`config.mk`:
```
export PLATFORM = sky130hd
export DESIGN_NAME = muldiv_unit
export DESIGN_NICKNAME = d
export VERILOG_FILES = /design/src/rtl/muldiv_unit.sv
export SDC_FILE = /design/constraint.sdc
export NUM_CORES = 1
export LEC_CHECK = 0
export ABC_CLOCK_PERIOD_IN_PS = 5080
export BUFFER_PORTS_ARGS = -buffer_cell sky130_fd_sc_hd__buf_2
export CAP_MARGIN = 10
export CORE_MARGIN = 1
export CORE_UTILIZATION = 50
export CTS_CLUSTER_DIAMETER = 30
export CTS_CLUSTER_SIZE = 8
export DETAILED_ROUTE_END_ITERATION = 10
export PLACE_DENSITY = 0.72
export SLEW_MARGIN = 10
export SYNTH_ARGS = -nofsm -noshare
export SYNTH_HDL_FRONTEND = slang
export SYNTH_SLANG_ARGS = --single-unit
```
`constraint.sdc`:
```
create_clock -name clk -period 5.08 [get_ports clk]
set_input_delay 0.762 -clock clk [delete_from_list [all_inputs] [get_ports clk]]
set_output_delay 0.762 -clock clk [all_outputs]
set_load 0.01 [all_outputs]
```
`src/rtl/muldiv_unit.sv`:
```
// RV32M multiply/divide unit: radix-2 shift-add multiply and restoring divide,
// one bit per cycle, with fast paths for divide-by-zero and signed overflow.
//
// state | meaning
// IDLE  | waiting for start; operands latched on accept
// CALC  | one multiply/divide iteration per cycle on operand magnitudes
// FIX   | sign correction and result selection
// DONE  | result handed to output; done pulses on the following cycle
module muldiv_unit #(
    parameter int WORD_SIZE = 32,
    parameter int CNT_W     = $clog2(WORD_SIZE) + 1
) (
    input  logic                 clk,
    input  logic                 rst,
    input  logic                 start,
    input  logic [2:0]           op,
    input  logic [WORD_SIZE-1:0] a,
    input  logic [WORD_SIZE-1:0] b,
    input  logic                 flush,
    output logic                 busy,
    output logic                 done,
    output logic [WORD_SIZE-1:0] result
);

    localparam logic [WORD_SIZE-1:0] ALL_ONES = '1;
    localparam logic [WORD_SIZE-1:0] MIN_NEG  = {1'b1, {(WORD_SIZE-1){1'b0}}};

    typedef enum logic [1:0] {IDLE, CALC, FIX, DONE} state_t;

    state_t                  state, state_nxt;
    logic [CNT_W-1:0]        cnt;
    logic [2:0]              op_q;
    logic [2*WORD_SIZE-1:0]  prod;
    logic [WORD_SIZE-1:0]    opb_mag;
    logic                    neg_res;
    logic                    neg_rem;
    logic [WORD_SIZE-1:0]    res_q;

    logic                    sign_a, sign_b;
    logic                    div_zero, div_ovf, special;
    logic [WORD_SIZE-1:0]    special_res;
    logic [WORD_SIZE:0]      mul_sum;
    logic [2*WORD_SIZE-1:0]  mul_step;
    logic [WORD_SIZE:0]      div_shift, div_diff;
    logic [2*WORD_SIZE-1:0]  div_step;
    logic [2*WORD_SIZE-1:0]  prod_s;
    logic [WORD_SIZE-1:0]    quo_s, rem_s, fix_res;

    // Operand signedness and special cases, evaluated on the live inputs at accept
    always_comb begin
        sign_a      = a[WORD_SIZE-1] & (op == 3'd1 || op == 3'd2 || op == 3'd4 || op == 3'd6);
        sign_b      = b[WORD_SIZE-1] & (op == 3'd1 || op == 3'd4 || op == 3'd6);
        div_zero    = op[2] && (b == '0);
        div_ovf     = op[2] && !op[0] && (a == MIN_NEG) && (b == ALL_ONES);
        special     = div_zero || div_ovf;
        if (div_zero)
            special_res = op[1] ? a : ALL_ONES;
        else
            special_res = op[1] ? '0 : a;
    end

    // Multiply keeps the multiplier in the low half and shifts the product in from the top;
    // divide keeps {remainder, dividend/quotient} in the same register.
    always_comb begin
        mul_sum   = {1'b0, prod[2*WORD_SIZE-1:WORD_SIZE]} + {1'b0, (prod[0] ? opb_mag : '0)};
        mul_step  = {mul_sum, prod[WORD_SIZE-1:1]};
        div_shift = prod[2*WORD_SIZE-1:WORD_SIZE-1];
        div_diff  = div_shift - {1'b0, opb_mag};
        if (div_diff[WORD_SIZE])
            div_step = {div_shift[WORD_SIZE-1:0], prod[WORD_SIZE-2:0], 1'b0};
        else
            div_step = {div_diff[WORD_SIZE-1:0], prod[WORD_SIZE-2:0], 1'b1};
    end

    always_comb begin
        prod_s = neg_res ? -prod : prod;
        quo_s  = neg_res ? -prod[WORD_SIZE-1:0] : prod[WORD_SIZE-1:0];
        rem_s  = neg_rem ? -prod[2*WORD_SIZE-1:WORD_SIZE] : prod[2*WORD_SIZE-1:WORD_SIZE];
        case (op_q)
            3'd0:             fix_res = prod_s[WORD_SIZE-1:0];
            3'd1, 3'd2, 3'd3: fix_res = prod_s[2*WORD_SIZE-1:WORD_SIZE];
            3'd4, 3'd5:       fix_res = quo_s;
            default:          fix_res = rem_s;
        endcase
    end

    always_ff @(posedge clk or negedge rst) begin
        if (!rst)
            state <= IDLE;
        else
            state <= state_nxt;
    end

    always_comb begin
        state_nxt = state;
        busy      = (state != IDLE);
        case (state)
            IDLE: if (start) state_nxt = special ? DONE : CALC;
            CALC: if (cnt == CNT_W'(1)) state_nxt = FIX;
            FIX:  state_nxt = DONE;
            DONE: state_nxt = IDLE;
            default: state_nxt = IDLE;
        endcase
        if (flush)
            state_nxt = IDLE;
    end

    always_ff @(posedge clk or negedge rst) begin
        if (!rst) begin
            cnt     <= '0;
            op_q    <= '0;
            prod    <= '0;
            opb_mag <= '0;
            neg_res <= 1'b0;
            neg_rem <= 1'b0;
            res_q   <= '0;
            result  <= '0;
            done    <= 1'b0;
        end else begin
            done <= 1'b0;
            if (!flush) begin
                case (state)
                    IDLE: if (start) begin
                        op_q    <= op;
                        neg_res <= sign_a ^ sign_b;
                        neg_rem <= sign_a;
                        opb_mag <= sign_b ? -b : b;
                        prod    <= {{WORD_SIZE{1'b0}}, (sign_a ? -a : a)};
                        cnt     <= special ? '0 : CNT_W'(WORD_SIZE);
                        if (special)
                            res_q <= special_res;
                    end
                    CALC: begin
                        cnt  <= cnt - CNT_W'(1);
                        prod <= op_q[2] ? div_step : mul_step;
                    end
                    FIX:  res_q <= fix_res;
                    DONE: begin
                        result <= res_q;
                        done   <= 1'b1;
                    end
                    default: ;
                endcase
            end
        end
    end

endmodule
```
==> run metrics <==
status finished, final reports clean; Synth async-reset ratio 100%; hold bufs inserted after CTS 0; crit-path cells ha_1 -> a21o_1 -> o2bb2ai_2 -> or4_1 -> o211a_1 -> o2111a_2 -> nor4_2 -> nor2_2 -> buf_4 -> a211oi_1 -> a2bb2oi_1; count leader, synth o21ai_0; Final period util 88.5%; final setup vio count 0; CTS H-tree depth 4; Fmax 0.222 GHz; die width 180 um; CTS sink cnt 174; Psw 6.75 mW; clk_skew 0.0261 ns; DRT Wirelength 55,000 um; Die ar. 32,500 um2; Congestion Overflow GR 0; Clk pwr share 11.3%; Synth top cells by count o21ai_0 (236), nand2_1 (227), dfrtp_1 (174), nor2_1 (145), a21oi_1 (121); slew of the pin with the lowest slew margin 1.17 ns; Yosys warning count 0; Flop pwr share 22.0%; Post-synth EDFFs 0; Final HPWL DP 41,200 um; Mapped Area 15,900 um2; worst-skew pair later-pin latency 0.47 ns; Inserted Diodes 0; FILL cells 2,894; minimum clock period 4.50 ns; Max rail drop VDD 665 uV; ANT nets after route 0; synth top area cells dfrtp_1 (27%), o21ai_0 (7.4%), ha_1 (5.9%); RSZ-0062 raised after global routing no; total CTS buffers 17; area occupied by multi-input gates 10,800 um2; CTS clk-pin slew, worst paths 0.08 ns; Post-CTS Setup Inserts 0; Comb pwr share 66.7%; Critical Path AT 4.86 ns; vias in the first global route 15,009; DRC violation count after routing 0; Hold Path Class in2async; Area after DPL 16,800 um2; share of the yosys chip area belonging to registers 27.4%; critical path's largest stage delay 0.88 ns; FF+latch count, synth 174; Gate Count Post-Synth 2,007; Die Span Y 180 um; Sequential Area 4360 um2; final hold violations 0; Syn Area/Cell 7.92 um2; Iteration-0 DRC Markers 2,262; # IOs 105; nets 2,190; initial antenna violation count 3; gp weighted congestion 0.995; Syn Nets 2,155; # rows 64; crit-path max FO 16; Max clock buf depth 2; Final Slew Violations 0; Switching Share 54.5%; effective utilization at floorplan 51.4%; family with the most delay on the worst path simple AND/OR/NAND/NOR gates; critical path required time 5.45 ns; Fin Setup TNS 0 ns; global-route wire length before repair 85,500 um; Total GRT Usage 33.4%; Cell Pwr Density 713 nW/um2; # port buffers 104; Internal Dissipation 5.64 mW; crit end category flop; CP Class reg2reg; WL per Instance 22.4 um; Worst Hold Slack 0.361 ns; Root Driver clkbuf_16; maxcap violations 0; total number of vias 16,082; slowest stage cell, crit path nor4_2; Rel. slew slack 21.8%; Final Cell Area 17,400 um2; first drt pass iteration count 6; post_cts resized 0; ys flop type dfrtp_1; area share of the largest cell type after synthesis 27.4%; Setup crit start kind flop; Synth cell types 85; share of layout cells above drive strength 1 12.2%; top cell type by total area after synthesis dfrtp_1; Area Overhead vs Synth 9.51%; P_leak 7.77 nW; WP buf/inv 1; CTS tree done; largest net degree at the start of global routing 87; Via density 6.56; core area 30,900 um2
[worst register-to-register path, cell delays in order, from the launching register on]
cell and delay (ns):
dfrtp_1 0.67, ha_1 0.40, a21o_1 0.23, o2bb2ai_2 0.15, or4_1 0.53, o211a_1 0.24, o2111a_2 0.32, nor4_2 0.88
nor2_2 0.24, buf_4 0.32, a211oi_1 0.24, a2bb2oi_1 0.19
[logic make-up (layout without fill, tap and decap cells)]
family          count (synthesis)  count (layout)  synth area share, %
mux                            88              88                 5.86
fa+ha+maj                     106             106                 7.99
simple gates                  638             638                 19.4
compound gates                632             632                 25.1
buf+inv                       198             246                 4.76
xor+xnor                      171             171                 9.43
flops                         174             174                 27.4
[final cells by class]
| type | count | share of cell area (%) |
|---|---|---|
| clock buffers | 17 | 2.45 |
| well taps | 396 | 2.85 |
| inverters | 65 | 1.40 |
| repair buffers | 149 | 5.04 |
| flip-flops and latches | 174 | 25.0 |
| multi-input cells | 1635 | 62.0 |
| clock inverters | 15 | 1.20 |
[per-stage QoR]
stage	cells	power (mW)	setup slack [ns]	util [%]
floorplan	2007	8.28	1.57	-
global placement	2419	10.6	0.874	54.2
detailed placement	2419	10.7	0.740	54.2
CTS	2451	12.1	0.697	56.3
global route	2451	13.2	0.331	56.3
finish	2451	12.4	0.584	56.3
[registers in the layout, indices dropped and copies added, names as in the netlist, 2 cells and up]
register,count
res_q,32
state,2
opb_mag,32
op_q,3
prod,64
result,32
cnt,6
[per-layer routing]
metal | GRT usage [%] | vias up | part of all wire [%]
met4 | 10.7 | 0 | 2.9
met2 | 51.8 | 871 | 44
met1 | 46.9 | 7687 | 44
met5 | 0 | - | 0
met3 | 6.27 | 124 | 9.4
li1 | - | 7400 | -
[layout by cell type, fill, tap and decap left out, types with 46 or more instances in the layout]
| cell type | instances |
|---|---|
| o21ai_0 | 235 |
| nand2_1 | 227 |
| dfrtp_1 | 173 |
| nor2_1 | 145 |
| a21oi_1 | 121 |
| buf_2 | 103 |
| xor2_1 | 90 |
| xnor2_1 | 81 |
| ha_1 | 73 |
| inv_1 | 64 |
| mux2i_1 | 48 |
| nor3_1 | 46 |
[worst paths after layout]
kind,from,end,slack [ns],depth (start not counted)
min in group clk,res_q[18],res_q[18],0.48,2
min reg2reg,res_q[18],res_q[18],0.48,2
max reg2reg,prod[42],prod[45],0.58,11
max in group asynchronous,rst,prod[26],3.48,2
max,prod[42],prod[45],0.58,11
min,rst,opb_mag[9],0.36,1
[power by group through the flow]
stage | Combinational, mW | Clock (mW) | Sequential, mW
after global placement | 7.92 | 0 | 2.68
after CTS | 8.03 | 1.41 | 2.69
after global routing | 8.93 | 1.46 | 2.79
after floorplan | 5.90 | 0 | 2.37
final | 8.27 | 1.40 | 2.73
after detailed placement | 7.98 | 0 | 2.72
(Power assumes the default switching activity.)
